<file path="config.mk">
export PLATFORM = sky130hd
export DESIGN_NAME = memory_stage
export DESIGN_NICKNAME = d
export VERILOG_FILES = /design/src/rtl/memory_stage_pkg.sv /design/src/rtl/memory_stage_timeout.sv /design/src/rtl/memory_stage.sv
export SDC_FILE = /design/constraint.sdc
export NUM_CORES = 1
export LEC_CHECK = 0
export ABC_AREA = 1
export BUFFER_PORTS_ARGS = -buffer_cell sky130_fd_sc_hd__buf_2
export CORE_ASPECT_RATIO = 0.7
export CORE_MARGIN = 2
export CORE_UTILIZATION = 45
export CTS_CLUSTER_DIAMETER = 100
export DETAILED_ROUTE_END_ITERATION = 8
export MAX_ROUTING_LAYER = met4
export PLACE_DENSITY_LB_ADDON = 0.05
export SLEW_MARGIN = 20
export SYNTH_ARGS = -nofsm -noshare
export SYNTH_HDL_FRONTEND = slang
export SYNTH_SLANG_ARGS = --single-unit
</file>
<file path="constraint.sdc">
create_clock -name clk -period 2.5 [get_ports clk]
set_clock_uncertainty 0.15 [all_clocks]
set_input_delay 0.5 -clock clk [delete_from_list [all_inputs] [get_ports clk]]
set_output_delay 0.5 -clock clk [all_outputs]
set_load 0.01 [all_outputs]
</file>
<file path="src/rtl/memory_stage_pkg.sv">
// Shared pipeline definitions for the memory stage.
// Contents:
//   mem_state_e         - FSM states (IDLE, BUSY).
//   wb_bundle_t         - write-back register bundle {regdest, writereg, wbvalue}.
//   WB_BUBBLE           - write-back bundle carrying no instruction.
//   MEM_TIMEOUT_DEFAULT - default number of BUSY cycles before an access is abandoned.
package memory_stage_pkg;

    typedef enum logic [0:0] {
        ST_IDLE = 1'b0,
        ST_BUSY = 1'b1
    } mem_state_e;

    typedef struct packed {
        logic [4:0]  regdest;
        logic        writereg;
        logic [31:0] wbvalue;
    } wb_bundle_t;

    localparam wb_bundle_t WB_BUBBLE = '{regdest: 5'd0, writereg: 1'b0, wbvalue: 32'd0};

    localparam int unsigned MEM_TIMEOUT_DEFAULT = 32'd255;

endpackage

</file>
<file path="src/rtl/memory_stage_timeout.sv">
// Saturating BUSY-cycle counter for the memory stage.
// Ports:
//   clk, rst_n - clock and asynchronous active-low reset.
//   clear      - synchronous clear to zero (takes priority over enable).
//   enable     - count up by one; holds at all-ones instead of wrapping.
//   tc         - terminal count: high while the count equals TIMEOUT-1.
module mem_timeout_counter
    import memory_stage_pkg::*;
#(
    parameter int unsigned TIMEOUT = MEM_TIMEOUT_DEFAULT
) (
    input  logic clk,
    input  logic rst_n,
    input  logic clear,
    input  logic enable,
    output logic tc
);

    localparam int unsigned   CW      = $clog2(TIMEOUT + 32'd1);
    localparam logic [CW-1:0] CNT_MAX = {CW{1'b1}};
    localparam logic [CW-1:0] TC_VAL  = CW'(TIMEOUT - 32'd1);

    logic [CW-1:0] cnt_r;

    // Counter register: clear wins, otherwise count up and stick at the top value.
    always_ff @(posedge clk or negedge rst_n) begin
        if (!rst_n) begin
            cnt_r <= {CW{1'b0}};
        end else if (clear) begin
            cnt_r <= {CW{1'b0}};
        end else if (enable && (cnt_r != CNT_MAX)) begin
            cnt_r <= cnt_r + CW'(1);
        end else begin
            cnt_r <= cnt_r;
        end
    end

    assign tc = (cnt_r == TC_VAL);

endmodule

</file>
<file path="src/rtl/memory_stage.sv">
// Memory stage of the five-stage pipeline.
// Takes the registered Execute outputs, performs loads/stores on an external
// data-memory port using a req/ack handshake, stalls upstream while an access
// is outstanding and registers the write-back bundle for the Writeback stage.
// Ports:
//   clk, rst_n        - clock, asynchronous active-low reset.
//   id_mem_*          - instruction fields from Execute (held while mem_stall).
//   mem_stall         - combinational hold request to Fetch/Decode/Execute.
//   mem_req/we/addr/wdata - registered data-memory request.
//   mem_rdata, mem_ack    - data-memory response (ack is a one-cycle pulse).
//   mem_wb_*          - registered write-back bundle (writereg=0 is a bubble).
//   mem_err           - sticky error (misaligned access or timeout).
module memory_stage
    import memory_stage_pkg::*;
#(
    parameter int unsigned TIMEOUT = MEM_TIMEOUT_DEFAULT
) (
    input  logic        clk,
    input  logic        rst_n,
    input  logic        id_mem_readmem,
    input  logic        id_mem_writemem,
    input  logic [31:0] id_mem_regb,
    input  logic        id_mem_selwsource,
    input  logic [4:0]  id_mem_regdest,
    input  logic        id_mem_writereg,
    input  logic [31:0] id_mem_wbvalue,
    output logic        mem_stall,
    output logic        mem_req,
    output logic        mem_we,
    output logic [31:0] mem_addr,
    output logic [31:0] mem_wdata,
    input  logic [31:0] mem_rdata,
    input  logic        mem_ack,
    output logic [4:0]  mem_wb_regdest,
    output logic        mem_wb_writereg,
    output logic [31:0] mem_wb_wbvalue,
    output logic        mem_err
);

    mem_state_e  state_r;
    logic        mem_req_r;
    logic        mem_we_r;
    logic [31:0] mem_addr_r;
    logic [31:0] mem_wdata_r;
    wb_bundle_t  wb_r;
    logic        err_r;

    logic        access_s;
    logic        misaligned_s;
    logic        ack_s;
    logic        tc_s;
    logic        cnt_clear_s;
    logic        cnt_en_s;
    logic        stall_s;
    wb_bundle_t  wb_pass_s;
    wb_bundle_t  wb_done_s;

    assign access_s     = id_mem_readmem | id_mem_writemem;
    assign misaligned_s = access_s & (id_mem_wbvalue[1:0] != 2'b00);
    // A stray ack with no request outstanding (e.g. after reset) is ignored.
    assign ack_s        = mem_ack & mem_req_r;
    assign cnt_clear_s  = (state_r == ST_IDLE);
    assign cnt_en_s     = (state_r == ST_BUSY) & ~ack_s;

    mem_timeout_counter #(
        .TIMEOUT (TIMEOUT)
    ) u_timeout (
        .clk    (clk),
        .rst_n  (rst_n),
        .clear  (cnt_clear_s),
        .enable (cnt_en_s),
        .tc     (tc_s)
    );

    // Upstream hold: the issuing IDLE cycle and every BUSY cycle that neither acks nor times out.
    always_comb begin
        stall_s = 1'b0;
        if (state_r == ST_BUSY) begin
            stall_s = ~ack_s & ~tc_s;
        end else begin
            stall_s = access_s & ~misaligned_s;
        end
    end

    // Write-back candidates: plain pass-through, and completion of an acked access.
    always_comb begin
        wb_pass_s = '{regdest: id_mem_regdest, writereg: id_mem_writereg, wbvalue: id_mem_wbvalue};
        wb_done_s = WB_BUBBLE;
        wb_done_s.regdest  = id_mem_regdest;
        // Stores never write the register file.
        wb_done_s.writereg = id_mem_writereg & ~id_mem_writemem;
        if (id_mem_selwsource) begin
            wb_done_s.wbvalue = mem_rdata;
        end else begin
            wb_done_s.wbvalue = id_mem_wbvalue;
        end
    end

    // Access FSM together with the request, write-back and error registers.
    always_ff @(posedge clk or negedge rst_n) begin
        if (!rst_n) begin
            state_r     <= ST_IDLE;
            mem_req_r   <= 1'b0;
            mem_we_r    <= 1'b0;
            mem_addr_r  <= 32'd0;
            mem_wdata_r <= 32'd0;
            wb_r        <= WB_BUBBLE;
            err_r       <= 1'b0;
        end else begin
            case (state_r)
                ST_IDLE: begin
                    if (!access_s) begin
                        wb_r <= wb_pass_s;
                    end else if (misaligned_s) begin
                        wb_r  <= WB_BUBBLE;
                        err_r <= 1'b1;
                    end else begin
                        mem_req_r   <= 1'b1;
                        mem_we_r    <= id_mem_writemem;
                        mem_addr_r  <= id_mem_wbvalue;
                        mem_wdata_r <= id_mem_regb;
                        wb_r        <= WB_BUBBLE;
                        state_r     <= ST_BUSY;
                    end
                end
                ST_BUSY: begin
                    // Ack is checked first so it beats a coincident timeout.
                    if (ack_s) begin
                        mem_req_r <= 1'b0;
                        wb_r      <= wb_done_s;
                        state_r   <= ST_IDLE;
                    end else if (tc_s) begin
                        mem_req_r <= 1'b0;
                        err_r     <= 1'b1;
                        wb_r      <= WB_BUBBLE;
                        state_r   <= ST_IDLE;
                    end else begin
                        wb_r <= WB_BUBBLE;
                    end
                end
                default: begin
                    mem_req_r <= 1'b0;
                    wb_r      <= WB_BUBBLE;
                    state_r   <= ST_IDLE;
                end
            endcase
        end
    end

    assign mem_stall       = stall_s;
    assign mem_req         = mem_req_r;
    assign mem_we          = mem_we_r;
    assign mem_addr        = mem_addr_r;
    assign mem_wdata       = mem_wdata_r;
    assign mem_wb_regdest  = wb_r.regdest;
    assign mem_wb_writereg = wb_r.writereg;
    assign mem_wb_wbvalue  = wb_r.wbvalue;
    assign mem_err         = err_r;

endmodule
</file>
# Yosys cells after proc, flatten, opt, wreduce, memory -nomap -nowiden
# Cells that the tools add are included.
[totals]
register_bits = 114
output_inout_bits = 106
mem_bits_rw = 0
latch_bits = 0
word_cells = 59
n_memories = 0
input_bits = 108
romBits = 0
[classes]
shift = 0
n_eq_ne = 9
mux = 22
reduce_logical = 5
div_mod_pow = 0
add_sub_neg = 1
n_lt_le_gt_ge = 0
bitwise = 12
mul = 0
[ops]
columns = ["cell", "n"]
rows = [
  ["two-way mux 38 bit", 2],
  ["case mux 38 bit (2 select lines)", 1],
  ["two-way mux 32 bit", 1],
  ["two-way mux 8 bit", 2],
  ["two-way mux 1 bit", 13],
  ["adder 8 x 1 -> 8 bit, second input constant", 1],
  ["== test 8 bit, second input constant", 1],
  ["inequality test 2 bit, second input constant", 4],
  ["inequality test 8 bit, second input constant", 1],
  ["AND 1 bit", 6],
  ["case mux 1 bit (2 select lines)", 3],
  ["AND reduction 3 bit", 2],
  ["inverter 1 bit", 5],
  ["inequality test 2 x 1 -> 1 bit, second input constant", 2],
  ["AND reduction 4 bit", 1],
  ["inequality test 3 x 1 -> 1 bit, second input constant", 1],
  ["nonzero test 2 bit", 1],
  ["logical AND 1 bit", 1],
  ["bitwise OR 1 bit", 1],
]

# Logic depth before layout (Yosys ltp)
[depth]
depth_word = 6
mapped_depth = 9
ltp_nobuf = 9

# Modules after synthesis
# From an unflattened synthesis, not the netlist that was laid out.
[unflattened]
cells_unflattened = 570
area_unflattened_um2 = 4956.0
[by_module_without_submodules]
columns = ["mod", "cells_per_inst", "seq_area_each_um2", "area_each_um2", "n_inst"]
rows = [
  ["memory_stage", 495, 2652.5, 4428.0, 1],
  ["mem_timeout_counter", 75, 200.2, 528.0, 1],
]

# Worst setup path before layout
# Ideal clock, no wire load.
[synth_path]
path_kind = "input to output"
from = "in id_mem_writemem"
to = "out mem_stall"
setup_slack_ns = 0.599
arrival_ns = 1.251
cell_stages = 6
required_time_ns = 1.850
path_buffers = 2
cell_sequence = "nor2_2 inv_1 nand4_4 buf_6 buf_6 nand2_1"
[synth_between]
elab_chain_cells = 5
[synth_rtl]
columns = ["element", "line", "rtl"]
rows = [
  ["start, declared", "memory_stage.sv:21", "input logic id_mem_writemem,"],
  ["bitwise OR 1 bit (*)", "memory_stage.sv:58", "assign access_s = id_mem_readmem | id_mem_writemem;"],
  ["AND 1 bit", "memory_stage.sv:59", "assign misaligned_s = access_s & (id_mem_wbvalue[1:0] != 2'b00);"],
  ["inverter 1 bit (no source line)", "-", ""],
  ["AND 1 bit (*)", "memory_stage.sv:81", "stall_s = access_s & ~misaligned_s;"],
  ["two-way mux 1 bit (*)", "memory_stage.sv:78", "if (state_r == ST_BUSY) begin"],
  ["end, declared", "memory_stage.sv:27", "output logic mem_stall,"],
]
# Every way passes the cells marked *; elsewhere a longest branch is shown, timed or not.

# Worst setup path in the final report
[layout_path]
from = "reg u_timeout.cnt_r[5]"
to = "out mem_stall"
[layout_between]
elab_chain_cells = 4
[layout_rtl]
columns = ["element", "line", "rtl"]
rows = [
  ["start, declared", "memory_stage_timeout.sv:23", "logic [CW-1:0] cnt_r;"],
  ["start signal, assigned", "memory_stage_timeout.sv:28", "cnt_r <= {CW{1'b0}};"],
  ["start signal, assigned", "memory_stage_timeout.sv:30", "cnt_r <= {CW{1'b0}};"],
  ["start signal, assigned", "memory_stage_timeout.sv:32", "cnt_r <= cnt_r + CW'(1);"],
  ["== test 8 bit", "memory_stage_timeout.sv:38", "assign tc = (cnt_r == TC_VAL);"],
  ["inverter 1 bit", "memory_stage.sv:79", "stall_s = ~ack_s & ~tc_s;"],
  ["AND 1 bit", "memory_stage.sv:79", ""],
  ["two-way mux 1 bit", "memory_stage.sv:78", ""],
]
# No other way between the ends.

==> reports/metrics.yaml <==
pwr:
  leakage_power_nw: 3.774
  power.share.switching_pct: 31.93
  total_power_mw: 7.383
  switching_power_mw: 2.357
  power.density_cell_area_mw_per_mm2: 1122
  internal_power_mw: 5.026
  combinational_share_of_power_pct: 28.1
  clkPwrFrac_pct: 34.5
  irDropWorstVdd_uv: 663.9
  seqPwrFrac_pct: 37.4
yosys:
  post_synth_instance_area_sq_mm: 0.004773
  number_of_instances_in_the_synthesized_netlist: 495
  synth_enable_flop_cells: 0
  synth-seq-cells: 114
  fraction_of_synthesized_cell_area_taken_by_the_top_area_cell_type_pct: 59.76
  synth_commonest_cells: "114 x sky130_fd_sc_hd__dfrtp_1, 104 x sky130_fd_sc_hd__nand2_1, 83 x sky130_fd_sc_hd__inv_1, 39 x sky130_fd_sc_hd__nand3_1, 36 x sky130_fd_sc_hd__o21ai_1"
  synth_warnings: 0
  synth_top_cells_by_area: "sky130_fd_sc_hd__dfrtp_1 60%, sky130_fd_sc_hd__nand2_1 8.2%, sky130_fd_sc_hd__inv_1 6.5%, sky130_fd_sc_hd__o21ai_2 5.5%, sky130_fd_sc_hd__nand3_1 4.1%"
  synth-main-ff-cell: "sky130_fd_sc_hd__dfrtp_1"
  avgSynthCellArea_sq_um: 9.643
  synth.lib_cells_used.distinct: 26
  synth_nets: 605
  synthArstFlopShare_pct: 100.0
  synth-seq-area-share_pct: 59.76
  netlist.top_cell.by_area: "sky130_fd_sc_hd__dfrtp_1"
  post-synth-top-count-cell: "sky130_fd_sc_hd__dfrtp_1"
cells_and_area:
  synthesis_to_finish_area_growth_pct: 37.90
  multi_input_area_sq_mm: 0.001410
  utilization_pct: 63.80
  final_net_count: 822
  drive_gt1_share_pct: 39.86
  seq_area_sq_mm: 0.002853
  layoutNonFillerInstCount: 858
  layout.filler_cells: 900
setup_path:
  setup.worst_path.start_class: "flop"
  data_required_time_at_the_worst_endpoint_ns: 1.85
  endpoint_arrival_time_on_the_critical_path_ns: 1.53
  setup.worst_path.class: "reg -> out"
  critical_path.endpoint_type: "output port"
  cp_max_fo: 4
  cells_on_worst_reg2reg_path: 6
floorplan:
  placement_rows: 31
  fp.coreArea_sq_mm: 0.01032
  chipWidth_microns: 127.1
  dieArea_sq_mm: 0.01146
  design.portCount: 214
  fp.dieH_microns: 90.17
  initial_utilization_pct: 46.26
sta:
  final-hold-violation-count: 0
  setup_viol_count_final: 0
  holdWs_ns: 0.1575
  timing_max_transition_violations_final: 0
  fin_tns_setup_ns: 0
  timing.final.crit_share_pct: 87.02
  fmax_mhz: 459.7
  timing.final.crit_period_ns: 2.175
  slew-limit-headroom_pct: 63.18
  worstMarginPinSlew_ns: 0.5523
  setup_repair_after_global_routing_missed_its_margin: "no"
routing:
  wl_per_cell_microns: 13.78
  routed-via-count: 4002
  drt.antenna.violating_nets: 0
  vias_per_cell: 4.664
  detailedRoute.firstPassIterationCount: 4
  wl_microns: 11830
  detail_route.iter0.violations: 227
  residual_drc: 0
global_route:
  largest_net_degree_at_the_start_of_global_routing: 85
  antenna_found_initial: 1
  via_count_of_the_first_global_routing_pass: 3882
  grt_use_total_pct: 22.19
  grt_first_pass_wirelength_microns: 19370
  grt_overflow: 0
cts:
  clock_insertion_delay_worst_skew_ns: 0.39
  clk_root_buffer_cell: "sky130_fd_sc_hd__clkbuf_16"
  number_of_h_tree_levels: 4
  cts.clk_slew.worst_paths_ns: 0.05
  clockBufferDepth: 2
  cts-buffers-inserted: 17
  tritoncts_num_sinks: 114
  cts_tree: "built"
placement:
  dp_hpwl_microns: 8434
  gp_congestion: 0.8404
  io_buffer_count: 213
  number_of_cells_after_detailed_placement: 824
hold_path:
  worstHoldPathCells: 3
  holdCritPathClass: "in -> reg"
run:
  drv_cap: 0
status:
  run_status: "completed"
==> timing repair <==
action | in CTS | in global routing
buffers inserted | 0 | 0
hold buffers | 1 | 0
endpoints found under the hold margin | 35 | 0
gates resized for setup | 0 | 0
==> critical path, cell delays in order, from the launching register on <==
cell,delay [ns]
sky130_fd_sc_hd__dfrtp_1,0.40
sky130_fd_sc_hd__nand2_1,0.08
sky130_fd_sc_hd__nor2_1,0.24
sky130_fd_sc_hd__nand3_1,0.11
sky130_fd_sc_hd__nand2_1,0.09
sky130_fd_sc_hd__nand2_1,0.07
sky130_fd_sc_hd__buf_2,0.14
==> worst paths after layout <==
path                                                   to  slack (ns)                      startpoint
hold / removal                mem_wb_regdest[3]$_DFF_PN0_        0.16               id_mem_regdest[3]
setup reg to reg           u_timeout.cnt_r[4]$_DFFE_PN0P_        0.69  u_timeout.cnt_r[1]$_DFFE_PN0P_
min in group asynchronous        mem_addr[16]$_DFFE_PN0P_        0.47                           rst_n
hold reg to reg                       mem_err$_DFFE_PN0P_        0.31             mem_err$_DFFE_PN0P_
max in group asynchronous        mem_addr[14]$_DFFE_PN0P_        1.08                           rst_n
setup / recovery                                mem_stall        0.32  u_timeout.cnt_r[5]$_DFFE_PN0P_
==> cell type report <==
| type | count | area share [%] |
|---|---|---|
| antenna | 1 | 0.03802 |
| clock buffer | 22 | 7.204 |
| clock inverter | 10 | 2.357 |
| inverter | 85 | 4.885 |
| multi-input combinational | 272 | 21.42 |
| sequential | 114 | 43.34 |
| tap | 132 | 2.509 |
| timing repair buffer | 222 | 18.25 |
==> logic make-up after synthesis <==
group           Yosys count  share of synthesized area, %
xor+xnor                  3                        0.5506
buf+inv                 109                         10.69
compound gates          104                         13.58
simple gates            163                         14.89
fa+ha+maj                 2                        0.5242
flops                   114                         59.76
==> placed cells by master, fill, tap and decap left out, types with 4 or more instances in the layout <==
master                      instances
sky130_fd_sc_hd__buf_12             5
sky130_fd_sc_hd__nor2_1            12
sky130_fd_sc_hd__o21ai_0           34
sky130_fd_sc_hd__o21ai_1           36
sky130_fd_sc_hd__dfrtp_1          114
sky130_fd_sc_hd__o21ai_2           30
sky130_fd_sc_hd__buf_2            212
sky130_fd_sc_hd__nand3_1           39
sky130_fd_sc_hd__nand2_1          104
sky130_fd_sc_hd__clkinv_2           4
sky130_fd_sc_hd__bufinv_16          4
sky130_fd_sc_hd__inv_1             83
sky130_fd_sc_hd__buf_4              4
sky130_fd_sc_hd__clkbuf_16         17
==> metrics by stage <==
step	cell area, sq um	worst slack (ns)
6_report	6583	0.3245
3_3_place_gp	5941	0.6049
2_1_floorplan	4773	0.5988
5_1_grt	6583	0.1848
3_5_place_dp	5941	0.5793
4_1_cts	6580	0.3151
==> metal layers <==
layer | global-route usage [%] | up-vias | routed length (microns)
met2 | 32.53 | 156 | 5362
li1 | - | 2011 | -
met3 | 6.250 | 11 | 820
met4 | 7.143 | 0 | 144
met1 | 30.13 | 1824 | 5499
met5 | - | - | 0
==> registers in the layout (all words and copies together), names as in the netlist <==
signal	count
u_timeout.cnt_r	8
mem_req	1
mem_err	1
mem_addr	32
mem_wb_wbvalue	32
mem_wb_regdest	5
mem_we	1
state_r	1
mem_wb_writereg	1
mem_wdata	32
==> power by group through the flow <==
stage / clock (mW) / combinational [mW] / sequential, mW
6_report: 2.55 / 2.07 / 2.76
5_1_grt: 2.69 / 2.32 / 2.85
4_1_cts: 2.59 / 2.11 / 2.76
3_5_place_dp: 0 / 2.10 / 2.78
3_3_place_gp: 0 / 2.07 / 2.77
2_1_floorplan: 0 / 0.856 / 3.07
Note: power is estimated with default switching activity, not from simulation.
